==> config.mk <==
export PLATFORM = sky130hd
export DESIGN_NAME = vadd_sat_pipe
export DESIGN_NICKNAME = d
export VERILOG_FILES = /design/src/rtl/vadd_pkg.sv /design/src/rtl/vadd_seg_adder.sv /design/src/rtl/vadd_sat_pipe.sv
export SDC_FILE = /design/constraint.sdc
export NUM_CORES = 1
export LEC_CHECK = 0
export BUFFER_PORTS_ARGS = -buffer_cell sky130_fd_sc_hd__buf_2
export CORE_MARGIN = 3
export CORE_UTILIZATION = 61
export CTS_CLUSTER_SIZE = 16
export DETAILED_ROUTE_END_ITERATION = 16
export GPL_TIMING_DRIVEN = 0
export PLACE_DENSITY = 0.87
export SLEW_MARGIN = 25
export SYNTH_ARGS = -nofsm -noshare
export SYNTH_HDL_FRONTEND = slang
export SYNTH_HIERARCHICAL = 1
export SYNTH_SLANG_ARGS = --single-unit
==> constraint.sdc <==
create_clock -name clk -period 4 [get_ports clk]
set_clock_uncertainty 0.1 [all_clocks]
set_input_delay 0.6 -clock clk [delete_from_list [all_inputs] [get_ports clk]]
set_output_delay 0.6 -clock clk [all_outputs]
set_load 0.01 [all_outputs]
==> src/rtl/vadd_pkg.sv <==
// Shared definitions for the pipelined SIMD add/sub unit: SEW codes,
// opSel bit positions and saturation constants.
package vadd_pkg;

    typedef enum logic [1:0] {
        SEW_8  = 2'd0,
        SEW_16 = 2'd1,
        SEW_32 = 2'd2,
        SEW_64 = 2'd3
    } sew_e;

    localparam int unsigned OP_REV = 0;
    localparam int unsigned OP_SUB = 1;
    localparam int unsigned OP_SGN = 2;
    localparam int unsigned OP_SAT = 3;
    localparam int unsigned OP_CIN = 4;

    function automatic int unsigned elem_count(input logic [1:0] sew, input int unsigned width);
        return width / (32'd8 << sew);
    endfunction

    // Values are element-sized, held in the low bytes of a 64-bit word.
    function automatic logic [63:0] sat_max(input logic [1:0] sew);
        case (sew)
            SEW_8:   return 64'h0000_0000_0000_007F;
            SEW_16:  return 64'h0000_0000_0000_7FFF;
            SEW_32:  return 64'h0000_0000_7FFF_FFFF;
            default: return 64'h7FFF_FFFF_FFFF_FFFF;
        endcase
    endfunction

    function automatic logic [63:0] sat_min(input logic [1:0] sew);
        case (sew)
            SEW_8:   return 64'h0000_0000_0000_0080;
            SEW_16:  return 64'h0000_0000_0000_8000;
            SEW_32:  return 64'h0000_0000_8000_0000;
            default: return 64'h8000_0000_0000_0000;
        endcase
    endfunction

endpackage

==> src/rtl/vadd_seg_adder.sv <==
// 64-bit segmented adder slice: a set break bit starts a new element at that
// byte, taking its carry from inject instead of the byte below.
module vadd_seg_adder (
    input  logic [63:0] a,
    input  logic [63:0] b,
    input  logic [7:0]  brk,
    input  logic [7:0]  inject,
    output logic [63:0] sum,
    output logic [7:0]  cout
);

    always_comb begin
        logic       c;
        logic [8:0] t;
        c    = 1'b0;
        t    = '0;
        sum  = '0;
        cout = '0;
        for (int unsigned j = 0; j < 8; j++) begin
            if (brk[j]) c = inject[j];
            t = {1'b0, a[8*j +: 8]} + {1'b0, b[8*j +: 8]} + {8'b0, c};
            sum[8*j +: 8] = t[7:0];
            cout[j]       = t[8];
            c             = t[8];
        end
    end

endmodule

==> src/rtl/vadd_sat_pipe.sv <==
// Two-stage pipelined packed add/sub with carry in/out and optional
// saturation (enabled by defining VADD_SAT_EN).
module vadd_sat_pipe
    import vadd_pkg::*;
#(
    parameter int unsigned DATA_WIDTH  = 64,
    parameter int unsigned SEW_WIDTH   = 2,
    parameter int unsigned OPSEL_WIDTH = 6,
    parameter int unsigned TAG_WIDTH   = 5
) (
    input  logic                    clk,
    input  logic                    rst,
    input  logic                    in_valid,
    output logic                    in_ready,
    input  logic [DATA_WIDTH-1:0]   vec0,
    input  logic [DATA_WIDTH-1:0]   vec1,
    input  logic [DATA_WIDTH/8-1:0] carry_in,
    input  logic [SEW_WIDTH-1:0]    sew,
    input  logic [OPSEL_WIDTH-1:0]  opSel,
    input  logic [TAG_WIDTH-1:0]    in_tag,
    output logic                    out_valid,
    input  logic                    out_ready,
    output logic [DATA_WIDTH-1:0]   result,
    output logic [DATA_WIDTH/8-1:0] carry_out,
    output logic                    sat_flag,
    output logic [TAG_WIDTH-1:0]    out_tag
);

    localparam int unsigned NB = DATA_WIDTH / 8;
    localparam int unsigned NS = DATA_WIDTH / 64;

    logic                  s1_adv, s2_adv;
    logic                  sub_c, rev_c;
    logic [DATA_WIDTH-1:0] x_c, y_c, b_c, sum_c;
    logic [NB-1:0]         brk_c, inj_c, cout_c;

    logic                  s1_valid, s1_sub;
    logic [DATA_WIDTH-1:0] s1_sum;
    logic [NB-1:0]         s1_cout;
    logic [1:0]            s1_sew;
    logic [TAG_WIDTH-1:0]  s1_tag;

    logic [DATA_WIDTH-1:0] res_c;
    logic [NB-1:0]         co_c;
    logic                  sat_c;

    logic unused_inputs;
    assign unused_inputs = ^{opSel, sew};

    assign s2_adv    = ~out_valid | out_ready;
    assign s1_adv    = ~s1_valid | s2_adv;
    assign in_ready  = s1_adv & rst;

    // Subtraction is X + ~Y + 1; a borrow-in simply clears that +1.
    always_comb begin
        int unsigned nbe;
        sub_c = opSel[OP_SUB];
        rev_c = sub_c & opSel[OP_REV];
        x_c   = rev_c ? vec1 : vec0;
        y_c   = rev_c ? vec0 : vec1;
        b_c   = sub_c ? ~y_c : y_c;
        nbe   = 32'd1 << sew[1:0];
        for (int unsigned j = 0; j < NB; j++) begin
            brk_c[j] = (j & (nbe - 1)) == 0;
            inj_c[j] = opSel[OP_CIN] ? (carry_in[j >> sew[1:0]] ^ sub_c) : sub_c;
        end
    end

    for (genvar s = 0; s < NS; s++) begin : g_slice
        vadd_seg_adder u_seg (
            .a      (x_c[64*s +: 64]),
            .b      (b_c[64*s +: 64]),
            .brk    (brk_c[8*s +: 8]),
            .inject (inj_c[8*s +: 8]),
            .sum    (sum_c[64*s +: 64]),
            .cout   (cout_c[8*s +: 8])
        );
    end

`ifdef VADD_SAT_EN
    logic [NB-1:0] xmsb_c, bmsb_c;
    logic [NB-1:0] s1_xmsb, s1_bmsb;
    logic          s1_sgn, s1_sat;

    always_comb begin
        for (int unsigned j = 0; j < NB; j++) begin
            xmsb_c[j] = x_c[8*j + 7];
            bmsb_c[j] = b_c[8*j + 7];
        end
    end

    always_ff @(posedge clk or negedge rst) begin
        if (!rst) begin
            s1_xmsb <= '0;
            s1_bmsb <= '0;
            s1_sgn  <= 1'b0;
            s1_sat  <= 1'b0;
        end else if (s1_adv && in_valid) begin
            s1_xmsb <= xmsb_c;
            s1_bmsb <= bmsb_c;
            s1_sgn  <= opSel[OP_SGN];
            s1_sat  <= opSel[OP_SAT];
        end
    end
`endif

    always_ff @(posedge clk or negedge rst) begin
        if (!rst) begin
            s1_valid <= 1'b0;
            s1_sum   <= '0;
            s1_cout  <= '0;
            s1_sew   <= '0;
            s1_sub   <= 1'b0;
            s1_tag   <= '0;
        end else if (s1_adv) begin
            s1_valid <= in_valid;
            if (in_valid) begin
                s1_sum  <= sum_c;
                s1_cout <= cout_c;
                s1_sew  <= sew[1:0];
                s1_sub  <= sub_c;
                s1_tag  <= in_tag;
            end
        end
    end

    // Every byte decides its clamp from the top byte of its own element.
    always_comb begin
        int unsigned nb, cnt;
        nb    = 32'd1 << s1_sew;
        cnt   = elem_count(s1_sew, DATA_WIDTH);
        res_c = s1_sum;
        co_c  = '0;
        sat_c = 1'b0;
        for (int unsigned k = 0; k < NB; k++) begin
            if (k < cnt) co_c[k] = s1_cout[k*nb + nb - 1] ^ s1_sub;
        end
`ifdef VADD_SAT_EN
        begin
            logic [63:0] smax, smin;
            logic [7:0]  fill;
            logic        ovf;
            int unsigned lb, off;
            smax = sat_max(s1_sew);
            smin = sat_min(s1_sew);
            for (int unsigned j = 0; j < NB; j++) begin
                lb  = j | (nb - 1);
                off = j & (nb - 1);
                if (s1_sgn) begin
                    ovf  = (s1_xmsb[lb] == s1_bmsb[lb]) && (s1_sum[8*lb + 7] != s1_xmsb[lb]);
                    fill = s1_xmsb[lb] ? smin[8*off +: 8] : smax[8*off +: 8];
                end else begin
                    ovf  = s1_cout[lb] ^ s1_sub;
                    fill = s1_sub ? 8'h00 : 8'hFF;
                end
                if (s1_sat && ovf) begin
                    res_c[8*j +: 8] = fill;
                    sat_c           = 1'b1;
                end
            end
        end
`endif
    end

    always_ff @(posedge clk or negedge rst) begin
        if (!rst) begin
            out_valid <= 1'b0;
            result    <= '0;
            carry_out <= '0;
            sat_flag  <= 1'b0;
            out_tag   <= '0;
        end else if (s2_adv) begin
            out_valid <= s1_valid;
            if (s1_valid) begin
                result    <= res_c;
                carry_out <= co_c;
                sat_flag  <= sat_c;
                out_tag   <= s1_tag;
            end
        end
    end

endmodule
-- Word-level counts from Yosys, hierarchy flattened
Index checks and enable logic that the tools add are counted.
- bits in registers: 159
- bits of input ports: 153
- output and inout bits: 80
- $add $sub $neg: 32
- multiply operators: 4
- divide/modulo/power cells: 1
- order comparisons: 24
- shift-type cells: 11
- mux-type cells: 58
- bitwise gates (word level): 23
- reduce and logical (&&, ||, !) cells: 9
- operators by type and width (cell ; count):
    32-bit by 4-bit < comparator with 1-bit output, second input constant ; 16
    32-bit by 1-bit subtractor with 32-bit output, second input constant ; 8
    32-bit adder ; 7
    32-bit logical NOT ; 7
    64-bit two-way mux ; 3
    3-bit by 32-bit < comparator with 1-bit output, first input constant ; 4
    3-bit by 2-bit right shift with 32-bit output, first input constant ; 4
    8-bit by 8-bit adder with 9-bit output ; 8
    9-bit by 1-bit adder with 9-bit output ; 8
    1-bit by 32-bit < comparator with 1-bit output, first input constant ; 2
    2-bit by 32-bit < comparator with 1-bit output, first input constant ; 2
    3-bit by 32-bit multiplier with 32-bit output, first input constant ; 2
    64-bit NOT ; 1
    1-bit by 2-bit right shift with 32-bit output, first input constant ; 2
    2-bit by 2-bit right shift with 32-bit output, first input constant ; 2
    1-bit binary-select mux with 3-bit select ; 16
    1-bit two-way mux ; 39
    7-bit by 32-bit divider with 32-bit output, first input constant ; 1
    2-bit by 32-bit multiplier with 31-bit output, first input constant ; 1
    2-bit by 32-bit multiplier with 32-bit output, first input constant ; 1
    1-bit by 2-bit << shifter with 32-bit output, first input constant ; 1
    4-bit by 2-bit << shifter with 32-bit output, first input constant ; 1
    1-bit bitwise XOR ; 16
    2-bit AND reduction ; 2
    other kinds (5) ; 8

-- Depth between registers and ports, before layout
Gate-level depths: netlist of the first run.
- depth after elaboration: 20
- mapped depth: 61
- depth with buffers taken out: 60

-- By module
Netlist of the first run, hierarchy kept.
- modules (own cells, without submodules) (module ; instances ; cells an instance ; area an instance (um2)):
    vadd_sat_pipe ; 1 ; 652 ; 8927.3
    vadd_seg_adder ; 1 ; 306 ; 2478.6

-- Worst setup path after synthesis of the first run
Ideal clock, no wire load.
- kind: in2reg
- start: input opSel[1]
- end: register s1_sum[62] (netlist: res_c[62])
- library setup time: 0.125 ns
- arrival time: 13.846 ns
- required time: 3.775 ns
- setup slack: -10.071 ns
- stages: 60
- path through: clkbuf_1 > buf_1 > mux2_2 > fa_1 > fa_1 > a21o_1 > a21oi_2 > o211ai_1 > a21boi_1 > o21ai_0 > fa_1 > fa_1 > a21o_1 > a21oi_2 > o211ai_1 > a21boi_1 > o21ai_0 > fa_1 > (+24 left out) > o211ai_1 > a21boi_1 > o21ai_0 > fa_1 > fa_1 > a21oi_1 > o211ai_1 > a31o_1 > a21o_1 > mux2i_1 > fa_1 > fa_1 > nor2b_1 > o21ai_2 > nand2b_1 > a311oi_2 > xnor2_1 > mux2_2
- cells in the longest elaborated chain, start to end: 20
- elaborated cells on any way between the ends: 44
- ends and longest elaborated chain (element ; line ; source):
    start, declared ; vadd_sat_pipe.sv:19 ; input logic [OPSEL_WIDTH-1:0] opSel,
    1-bit AND ; vadd_sat_pipe.sv:58 ; rev_c = sub_c & opSel[OP_REV];
    64-bit two-way mux ; vadd_sat_pipe.sv:60 ; y_c = rev_c ? vec0 : vec1;
    64-bit NOT ; vadd_sat_pipe.sv:61 ; b_c = sub_c ? ~y_c : y_c;
    64-bit two-way mux * ; vadd_sat_pipe.sv:61 ;
    via b_c[0] ; vadd_sat_pipe.sv:34 ; logic [DATA_WIDTH-1:0] x_c, y_c, b_c, sum_c;
    8-bit by 8-bit adder with 9-bit output * ; vadd_seg_adder.sv:21 ; t = {1'b0, a[8*j +: 8]} + {1'b0, b[8*j +: 8]} + {8'b0, c};
    9-bit by 1-bit adder with 9-bit output * ; vadd_seg_adder.sv:21 ;
    1-bit two-way mux * ; vadd_seg_adder.sv:20 ; if (brk[j]) c = inject[j];
    (+7 left out) ; - ;
    1-bit two-way mux * ; vadd_seg_adder.sv:20 ;
    9-bit by 1-bit adder with 9-bit output * ; vadd_seg_adder.sv:21 ;
    1-bit two-way mux * ; vadd_seg_adder.sv:20 ;
    9-bit by 1-bit adder with 9-bit output * ; vadd_seg_adder.sv:21 ;
    via cout_c[6] ; vadd_sat_pipe.sv:35 ; logic [NB-1:0] brk_c, inj_c, cout_c;
    1-bit two-way mux * ; vadd_seg_adder.sv:20 ;
    9-bit by 1-bit adder with 9-bit output * ; vadd_seg_adder.sv:21 ;
    via sum_c[62] ; vadd_sat_pipe.sv:34 ;
    end signal, assigned ; vadd_sat_pipe.sv:118 ; s1_sum <= sum_c;
    end, declared ; vadd_sat_pipe.sv:38 ; logic [DATA_WIDTH-1:0] s1_sum;
The timed path passes the listed nets; every way through them passes the cells marked *.
A chain may end at the register's enable or synchronous reset.

-- Final worst setup path of the first run
- start: input opSel[0]
- end: register s1_sum[63] (netlist: res_c[63])
- cells in the longest elaborated chain, start to end: 20
- elaborated cells on any way between the ends: 28
- ends and longest elaborated chain (element ; line):
    1-bit AND * ; vadd_sat_pipe.sv:58
    64-bit two-way mux * ; vadd_sat_pipe.sv:60
    64-bit NOT ; vadd_sat_pipe.sv:61
    64-bit two-way mux * ; vadd_sat_pipe.sv:61
    via b_c[0] ; vadd_sat_pipe.sv:34
    8-bit by 8-bit adder with 9-bit output * ; vadd_seg_adder.sv:21
    9-bit by 1-bit adder with 9-bit output * ; vadd_seg_adder.sv:21
    1-bit two-way mux * ; vadd_seg_adder.sv:20
    (+7 left out) ; -
    1-bit two-way mux * ; vadd_seg_adder.sv:20
    9-bit by 1-bit adder with 9-bit output * ; vadd_seg_adder.sv:21
    1-bit two-way mux * ; vadd_seg_adder.sv:20
    9-bit by 1-bit adder with 9-bit output * ; vadd_seg_adder.sv:21
    via cout_c[6] ; vadd_sat_pipe.sv:35
    1-bit two-way mux * ; vadd_seg_adder.sv:20
    9-bit by 1-bit adder with 9-bit output * ; vadd_seg_adder.sv:21
    via sum_c[63] ; vadd_sat_pipe.sv:34
Marked as above.

==> results of run 1 <==
layout by cell type (no fill, tap or decap), drive strengths merged, types with 11 or more instances in the layout:
master  synthesis  layout
o211ai         14      14
o21bai         11      11
dfrtp         159     159
o21ai          24      24
buf            34     316
fa             16      16
mux4           13      13
inv            34      36
xor2           34      34
mux2i          71      71
clkbuf          8      29
nand2          46      46
xnor2          30      30
mux2          278     278
a21oi          30      30
nand3          15      15
ha             70      70
through the flow:
stage	instances	utilization, %	total power [W]	hold WS [ns]	setup TNS, ns
floorplan	958	-	0.00443	0.204	-269.27
global placement	1415	71.4	0.00525	0.359	-398.71
detailed placement	1416	71.6	0.00540	0.361	-379.72
CTS	1500	78.5	0.00735	0.0689	-300.57
global route	1502	79.2	0.00784	0.0816	-316.59
finish	1503	79.3	0.00742	0.0454	-299.49
layout make-up:
class                   count  area (um2)  area share, %
multi-input cells         723        7460           51.9
inverters                  34         128          0.887
repair buffers            282        1620           11.2
clock buffers              21         460           3.20
clock inverters            11         155           1.08
diodes                      2        5.00         0.0348
plain buffers              42         290           2.02
well taps                 229         287           1.99
flip-flops and latches    159        3980           27.7
registers in the layout (all words and copies together) (netlist names):
name       cells
result        64
out_valid      1
s1_valid       1
s1_cout        8
s1_sub         1
s1_sew         2
carry_out      8
res_c         64
out_tag        5
s1_tag         5
Yosys cell counts, types with 20 or more instances:
| cell | number | area [um2] |
|---|---|---|
| nand2_1 | 45 | 169 |
| xor2_1 | 34 | 298 |
| a21oi_1 | 23 | 115 |
| o21ai_0 | 20 | 100 |
| buf_2 | 24 | 120 |
| inv_1 | 34 | 128 |
| ha_1 | 70 | 876 |
| xnor2_1 | 30 | 263 |
| mux2_1 | 27 | 304 |
| mux2_2 | 251 | 2830 |
| dfrtp_1 | 159 | 3980 |
| mux2i_1 | 71 | 711 |
routing by layer:
layer | vias to the layer above | track usage [%]
met5 | - | 0
met4 | 6 | 7.10
met3 | 35 | 5.06
met2 | 219 | 49.3
met1 | 4309 | 35.9
li1 | 4058 | -
worst max-delay path, delay by kind of cell:
family | cells | cell delay, ns
buffers and inverters | 4 | 0.46
XOR/XNOR | 1 | 0.16
AND/OR/NAND/NOR | 2 | 0.20
AO/OA/AOI/OAI | 36 | 6.11
multiplexers | 4 | 0.85
adder cells (fa/ha/maj) | 15 | 5.41
power groups by stage:
stage / registers [W] / clock network [W] / logic [W]
3_3_place_gp: 0.00268 / 0 / 0.00258
2_1_floorplan: 0.00280 / 0 / 0.00163
3_5_place_dp: 0.00272 / 0 / 0.00268
4_1_cts: 0.00270 / 0.00172 / 0.00292
6_report: 0.00271 / 0.00170 / 0.00301
5_1_grt: 0.00279 / 0.00179 / 0.00327
logic make-up (layout without fill, tap and decap cells):
family | Yosys count | after routing | share of synthesized area [%]
multiplexers | 362 | 362 | 36.2
flip-flops | 159 | 159 | 34.9
AO/OA/AOI/OAI | 106 | 106 | 6.23
AND/OR/NAND/NOR | 103 | 103 | 4.21
adder cells (fa/ha/maj) | 86 | 86 | 10.5
buffers and inverters | 76 | 390 | 2.96
XOR/XNOR | 64 | 64 | 4.91
other | 2 | 4 | 0.0658
what timing repair did:
item / 4_1_cts / 5_1_grt
buffers inserted: 52 / 19
resized for setup: 62 / 28
gates cloned: 0 / 0
endpoints found under the setup margin: 62 / 61
pin swaps: 49 / 47
worst max path at each step:
stage                        start         to  slack, ns  cells past startpoint
after global routing      opSel[0]  res_c[62]     -10.07                     62
after CTS                 opSel[0]  res_c[62]      -9.72                     62
after floorplan           opSel[0]  res_c[62]      -8.71                     61
final                     opSel[0]  res_c[63]      -9.61                     62
after global placement    opSel[0]  res_c[62]     -11.37                     60
after detailed placement  opSel[0]  res_c[62]     -11.45                     60
==> impl_metrics.csv, run 1 <==
group,metric,value,unit
timing,drv_slew,0,
route,ant_nets,0,
worst_setup_path,endpoint_kind,"flip-flop",
final_layout,area_growth,26.1,%
timing,fmax,73.4,MHz
final_layout,drive_gt1_share,55.3,%
logic_synthesis,synth_top_flop_cell,"dfrtp_1",
final_layout,final_nets,1498,
pwr,ir_drop,327,uV
logic_synthesis,syn_area_per_cell,11.9,um2
outcome,run_status,"complete, but fails checks",
global_route,antenna_found_initial,4,
worst_setup_path,critPathKind,"primary input to flip-flop",
pwr,p_int,0.00497,W
pwr,p_seq_share,36.5,%
worst_setup_path,crit_fanout,3,
timing,final.period_utilization,340,%
route,top_layer,"met5",
timing,rsz0062_at_grt,"true",
worst_setup_path,worst_r2r_endpoint,"carry_out[0]",
placed_design,hpwl,20.8,mm
global_route,grt_usage,28.0,%
cts,cts_max_level,4,
final_layout,nFillCells,1176,
route,drc_errors,0,
timing,hold_violations,0,
route,routedWlPerCell,19.4,um
worst_setup_path,arrival,13.81,ns
cts,cts_sinks,159,
logic_synthesis,syn_area,11400,um2
cts,clk_path_buf_depth,2,
timing,maxSlewHeadroom,52.8,%
die,initial_core_util,62.9,%
die,io_pins,233,
route,drt_wl_total,29.1,mm
global_route,grt_overflow,0,
pwr,p_sw,0.00245,W
final_layout,final_area,14400,um2
timing,setup_viol,61,
logic_synthesis,postSynthCellCount,958,
logic_synthesis,synth_async_sr_flop_share,100,%
logic_synthesis,synth_cell_types,46,
timing,worst_slack,-9.61,ns
die,chipWidth,143,um
logic_synthesis,synth_edf_count,0,
logic_synthesis,yosysSeqAreaShare,34.9,%
placed_design,pre_cts_slack,-11.45,ns
timing,worst_pin_slew,0.708,ns
worst_setup_path,critPathMaxStageDelay,0.44,ns
worst_setup_path,critical_path.startpoint_type,"primary input",
pwr,p_per_area,516,nW/um2
logic_synthesis,synth-seq-cells,159,
cts,cts_tree,"done",
worst_setup_path,r2r_cells,9,
die,die_area,20400,um2
route,via_count,8627,
logic_synthesis,synth_fp_nets,1197,
route,wl_met2,14.9,mm
global_route,first_global_vias,9007,
placed_design,place_congestion,0.884,
route,firstDrtPassIters,4,
worst_setup_path,r2r_start,"s1_sew[0]",
route,drt_iter0_markers,356,
worst_setup_path,r2r_setup_slack,1.38,ns
pwr,combinationalPowerShare,40.5,%
die,die_y,143,um
route,met1_length,12.3,mm
cts,path_clk_slew,0.06,ns
worst_hold_path,hold_class,"primary input to asynchronous set/reset pin",
die,row_count,49,
global_route,grt_pass1_wl,45.4,mm
placed_design,placement.io_buffers,228,
cts,clock_latency,0.42,ns
logic_synthesis,yosys_warnings,6,
global_route,grt_max_degree,83,
pwr,p_leak,6.79,nW
cts,root_buffer,"clkbuf_16",
worst_setup_path,cp_common_cell,"fa_2",
pwr,clockPowerShare,23.0,%
pwr,switching_share,33.0,%
worst_setup_path,required,4.20,ns
job,maxCapViolations,0,
route,wl_met3,1.52,mm
worst_setup_path,cp_slowest_cell,"fa_2",
timing,fin_crit,13.61,ns
cts,cts_inserted_buffers,17,
route,via_per_inst,5.74,
cts,ctsHoldBuffers,0,
placed_design,place_area,13000,um2
outcome,violations,"negative setup slack",
die,coreArea,18100,um2
(Power assumes the default switching activity.)
==> run 2, diff against run 1 <==
--- a/config.mk
+++ b/config.mk
@@ -6,12 +6,14 @@
 export NUM_CORES = 1
 export LEC_CHECK = 0
 export BUFFER_PORTS_ARGS = -buffer_cell sky130_fd_sc_hd__buf_2
+export CAP_MARGIN = 20
 export CORE_MARGIN = 3
 export CORE_UTILIZATION = 61
 export CTS_CLUSTER_SIZE = 16
 export DETAILED_ROUTE_END_ITERATION = 16
 export GPL_TIMING_DRIVEN = 0
 export PLACE_DENSITY = 0.87
+export SKIP_LAST_GASP = 1
 export SLEW_MARGIN = 25
 export SYNTH_ARGS = -nofsm -noshare
 export SYNTH_HDL_FRONTEND = slang
==> run 2 against run 1 <==
  * The run still ends with negative setup slack left
  * Non-clock buffer count unchanged
  * Clock-buffer cell count unchanged
  * First-iteration DRC count up 4.5%
  * Setup slack better by 0.0061 ns
  * Global-route usage about the same
  * Maximum frequency hardly changed
  * Final cell count hardly changed
  * Design area down 0.17%
  * Register-to-register slack barely moved
  * Largest cell class unchanged
  * Highest routed layer unchanged
==> impl_metrics.csv, run 2 (same netlist as run 1, synthesis figures left out) <==
group,metric,value,unit
outcome,run_status,"complete, but fails checks",
outcome,violations,"negative setup slack",
cts,cts_inserted_buffers,17,
timing,maxSlewHeadroom,52.3,%
worst_setup_path,critical_path.startpoint_type,"primary input",
final_layout,final_area,14400,um2
route,ant_nets,0,
cts,ctsHoldBuffers,0,
pwr,p_leak,6.76,nW
global_route,first_global_vias,9013,
timing,setup_viol,61,
cts,root_buffer,"clkbuf_16",
timing,final.period_utilization,340,%
job,maxCapViolations,0,
pwr,total_power,0.00739,W
worst_setup_path,cp_common_cell,"fa_2",
worst_setup_path,r2r_cells,9,
pwr,ir_drop,325,uV
global_route,grt_max_degree,83,
final_layout,drive_gt1_share,54.9,%
die,die_area,20400,um2
die,chipWidth,143,um
placed_design,placement.io_buffers,228,
cts,cts_tree,"done",
timing,worst_pin_slew,0.716,ns
timing,hold_violations,0,
worst_setup_path,crit_family,"compound AO/OA/AOI/OAI gates",
timing,fin_crit,13.61,ns
worst_setup_path,endpoint_kind,"flip-flop",
worst_setup_path,crit_fanout,3,
final_layout,area_growth,25.9,%
timing,rsz0062_at_grt,"true",
route,drt_wl_total,28.9,mm
placed_design,place_congestion,0.884,
route,drt_iter0_markers,372,
cts,clk_path_buf_depth,2,
timing,fmax,73.5,MHz
route,via_count,8651,
global_route,antenna_found_initial,4,
worst_setup_path,r2r_setup_slack,1.38,ns
route,drc_errors,0,
global_route,grt_usage,28.0,%
worst_setup_path,crit_start,"opSel[0]",
pwr,p_per_area,515,nW/um2
worst_setup_path,critPathMaxStageDelay,0.44,ns
placed_design,place_area,13000,um2
timing,worst_slack,-9.61,ns
die,coreArea,18100,um2
timing,drv_slew,0,
die,row_count,49,
cts,clock_latency,0.42,ns
placed_design,placed_cells,1416,
route,via_per_inst,5.75,
worst_setup_path,cp_slowest_cell,"fa_2",
worst_setup_path,worst_r2r_endpoint,"carry_out[0]",
worst_setup_path,cp_num_buf_inv,4,
worst_setup_path,critPathKind,"primary input to flip-flop",
cts,cts_max_level,4,
global_route,grt_overflow,0,
worst_setup_path,r2r_start,"s1_sew[0]",
worst_setup_path,path_depth,62,
final_layout,final_cell_mix,"247 x buf_2, 245 x mux2_2, 159 x dfrtp_1",
worst_hold_path,hold_class,"primary input to asynchronous set/reset pin",
die,io_pins,233,
final_layout,final_nets,1498,
cts,path_clk_slew,0.06,ns
worst_setup_path,worstSetupEndpoint,"res_c[63]",
worst_setup_path,arrival,13.81,ns
final_layout,stdcell_count,1504,
cts,cts_sinks,159,
route,firstDrtPassIters,6,
route,routedWlPerCell,19.2,um
placed_design,hpwl,20.8,mm
die,initial_core_util,62.9,%
worst_setup_path,required,4.20,ns
global_route,grt_pass1_wl,45.3,mm
die,die_y,143,um
final_layout,final_common_cell,"buf_2",
[run 2: cell types whose count changed in the layout (fill, tap and decap cells not counted)]
| cell | change |
|---|---|
| diode_2 | +1 |
| xnor2_1 | +1 |
| mux2_1 | +4 |
| xnor2_2 | -1 |
| mux2_4 | -5 |
| mux2_2 | +1 |
[run 2: area by class of cell]
| class | instances | area (um2) |
|---|---|---|
| clock buffer | 21 | 460 |
| buffer | 42 | 290 |
| timing repair buffer | 282 | 1620 |
| antenna | 3 | 7.51 |
| sequential | 159 | 3980 |
| tap | 229 | 287 |
| clock inverter | 11 | 155 |
| multi-input combinational | 723 | 7440 |
| inverter | 34 | 128 |
| fill | 1175 | 3790 |
[run 2: worst min-delay path by stage]
stage | to | from | slack, ns
floorplan | carry_out[0] | rst | 0.20
global placement | carry_out[3] | carry_out[3] | 0.36
detailed placement | carry_out[2] | carry_out[2] | 0.36
CTS | out_tag[3] | rst | 0.07
global route | out_tag[3] | rst | 0.08
finish | out_tag[3] | rst | 0.03
[run 2: stage by stage]
| stage | TNS [ns] | util [%] | setup slack [ns] | hold WS [ns] |
|---|---|---|---|---|
| 5_1_grt | -315.60 | 79.1 | -10.05 | 0.0816 |
| 3_5_place_dp | -379.72 | 71.6 | -11.45 | 0.361 |
| 4_1_cts | -300.63 | 78.4 | -9.72 | 0.0689 |
| 6_report | -299.43 | 79.1 | -9.61 | 0.0286 |
| 2_1_floorplan | -269.27 | - | -8.71 | 0.204 |
| 3_3_place_gp | -398.71 | 71.4 | -11.37 | 0.359 |
[run 2: layer usage]
layer	up-vias	track usage (%)	wire length (um)	share of wire [%]
li1	4064	-	-	-
met1	4303	35.8	12200	42
met2	237	49.1	14700	51
met3	41	5.09	1530	5.3
met4	6	7.25	490	1.7
met5	-	0	28	0.097
[run 2: what timing repair did]
action,4_1_cts,5_1_grt
pin swaps,49,47
setup endpoints to repair,62,61
resized for setup,58,26
buffers inserted,52,19
endpoints found under the hold margin,0,0
[run 2: power by group]
part           leakage, nW  internal [W]  total [W]  switching, W
clock network        0.287       0.00102    0.00170      0.000681
logic                 4.60       0.00162    0.00298       0.00137
registers             1.87       0.00231    0.00270      0.000396
==> run 3, diff against run 2 <==
--- a/config.mk
+++ b/config.mk
@@ -12,6 +12,7 @@
 export CTS_CLUSTER_SIZE = 16
 export DETAILED_ROUTE_END_ITERATION = 16
 export GPL_TIMING_DRIVEN = 0
+export MAX_ROUTING_LAYER = met4
 export PLACE_DENSITY = 0.87
 export SKIP_LAST_GASP = 1
 export SLEW_MARGIN = 25
==> run 3 against run 2 <==
  * Die area unchanged
  * The run still ends with negative setup slack left
  * Critical path depth unchanged
  * Critical path type unchanged
  * Combinational power about the same
  * Routed wire length increased by 0.29%
  * Power about the same
==> impl_metrics.csv, run 3 (same netlist as run 1, synthesis figures left out) <==
group,metric,value,unit
timing,rsz0062_at_grt,"true",
worst_setup_path,cp_slowest_cell,"fa_2",
route,ant_nets,0,
route,firstDrtPassIters,5,
worst_setup_path,crit_fanout,3,
pwr,total_power,0.00739,W
timing,fmax,73.3,MHz
outcome,run_status,"complete, but fails checks",
route,drc_errors,0,
outcome,violations,"negative setup slack",
placed_design,placed_cells,1416,
worst_setup_path,arrival,13.84,ns
timing,fin_crit,13.64,ns
worst_setup_path,required,4.20,ns
job,maxCapViolations,0,
final_layout,drive_gt1_share,54.9,%
pwr,p_per_area,515,nW/um2
worst_hold_path,hold_class,"primary input to asynchronous set/reset pin",
final_layout,stdcell_count,1505,
cts,clock_latency,0.42,ns
final_layout,final_common_cell,"buf_2",
die,io_pins,233,
cts,root_buffer,"clkbuf_16",
timing,worst_slack,-9.64,ns
cts,cts_sinks,159,
worst_setup_path,cp_num_buf_inv,3,
timing,final.period_utilization,341,%
final_layout,nFillCells,1174,
global_route,first_global_vias,9019,
timing,maxSlewHeadroom,52.4,%
timing,holdWs,0.0281,ns
global_route,grt_overflow,0,
timing,tns,-300.83,ns
route,drt_iter0_markers,384,
worst_setup_path,cp_common_cell,"fa_2",
die,row_count,49,
die,die_area,20400,um2
timing,hold_violations,0,
worst_setup_path,crit_family,"compound AO/OA/AOI/OAI gates",
final_layout,multi_input_area,7440,um2
cts,clk_path_buf_depth,2,
placed_design,hpwl,20.8,mm
final_layout,final_nets,1498,
final_layout,final_cell_mix,"247 x buf_2, 245 x mux2_2, 159 x dfrtp_1",
route,routedWlPerCell,19.3,um
timing,setup_viol,61,
worst_setup_path,critPathMaxStageDelay,0.43,ns
worst_setup_path,critPathKind,"primary input to flip-flop",
die,coreArea,18100,um2
worst_setup_path,r2r_start,"s1_sew[0]",
global_route,grt_max_degree,83,
worst_setup_path,worst_r2r_endpoint,"carry_out[4]",
final_layout,area_growth,25.9,%
global_route,antenna_found_initial,4,
worst_setup_path,r2r_setup_slack,1.36,ns
timing,worst_pin_slew,0.714,ns
global_route,grt_usage,28.8,%
cts,ctsHoldBuffers,0,
final_layout,seqCellArea,3980,um2
cts,cts_tree,"done",
die,initial_core_util,62.9,%
worst_setup_path,r2r_cells,9,
cts,path_clk_slew,0.06,ns
worst_setup_path,endpoint_kind,"flip-flop",
timing,drv_slew,0,
cts,cts_max_level,4,
pwr,ir_drop,329,uV
placed_design,placement.io_buffers,228,
final_layout,final_util,79.1,%
cts,cts_inserted_buffers,17,
die,chipWidth,143,um
route,via_count,8661,
global_route,grt_pass1_wl,45.2,mm
pwr,p_leak,6.76,nW
die,die_y,143,um
worst_setup_path,critical_path.startpoint_type,"primary input",
route,via_per_inst,5.75,
placed_design,place_congestion,0.899,
route,drt_wl_total,29.0,mm
==> run 3: worst max path at each step <==
stage          startpoint   endpoint  slack [ns]  cells past startpoint
2_1_floorplan    opSel[0]  res_c[62]       -8.71                     61
3_3_place_gp     opSel[0]  res_c[62]      -11.37                     60
3_5_place_dp     opSel[0]  res_c[62]      -11.45                     60
4_1_cts          opSel[0]  res_c[62]       -9.72                     62
5_1_grt          opSel[0]  res_c[62]      -10.06                     62
6_report         opSel[0]  res_c[62]       -9.64                     62
==> run 3: what timing repair did <==
| item | CTS | global route |
|---|---|---|
| setup endpoints to repair | 62 | 61 |
| pin swaps | 49 | 47 |
| gates cloned | 0 | 0 |
| setup buffers | 52 | 19 |
| resized for setup | 58 | 26 |
==> run 3: cell type report <==
type	count	share of cell area (%)
Multi-Input combinational cell	723	51.8
Sequential cell	159	27.7
Timing Repair Buffer	282	11.3
Clock buffer	21	3.21
Buffer	42	2.02
Tap cell	229	1.99
Clock inverter	11	1.08
Inverter	34	0.889
Antenna cell	4	0.0697
==> run 3: layer usage <==
metal	GRT usage [%]	wire length (um)	vias up
met2	49.2	14700	244
met4	7.25	501	0
met3	4.79	1630	36
li1	-	-	4068
met5	-	0	-
met1	35.8	12200	4313
==> run 3: per-stage QoR <==
stage	instance area (um2)	worst slack, ns
global placement	13000	-11.37
floorplan	11500	-8.71
finish	14400	-9.64
global route	14400	-10.06
CTS	14200	-9.72
detailed placement	13000	-11.45
==> run 3: where the power goes <==
part / internal (W) / leakage (nW) / switching (W)
Combinational: 0.00162 / 4.60 / 0.00137
Sequential: 0.00231 / 1.87 / 0.000398
Clock: 0.00102 / 0.287 / 0.000680
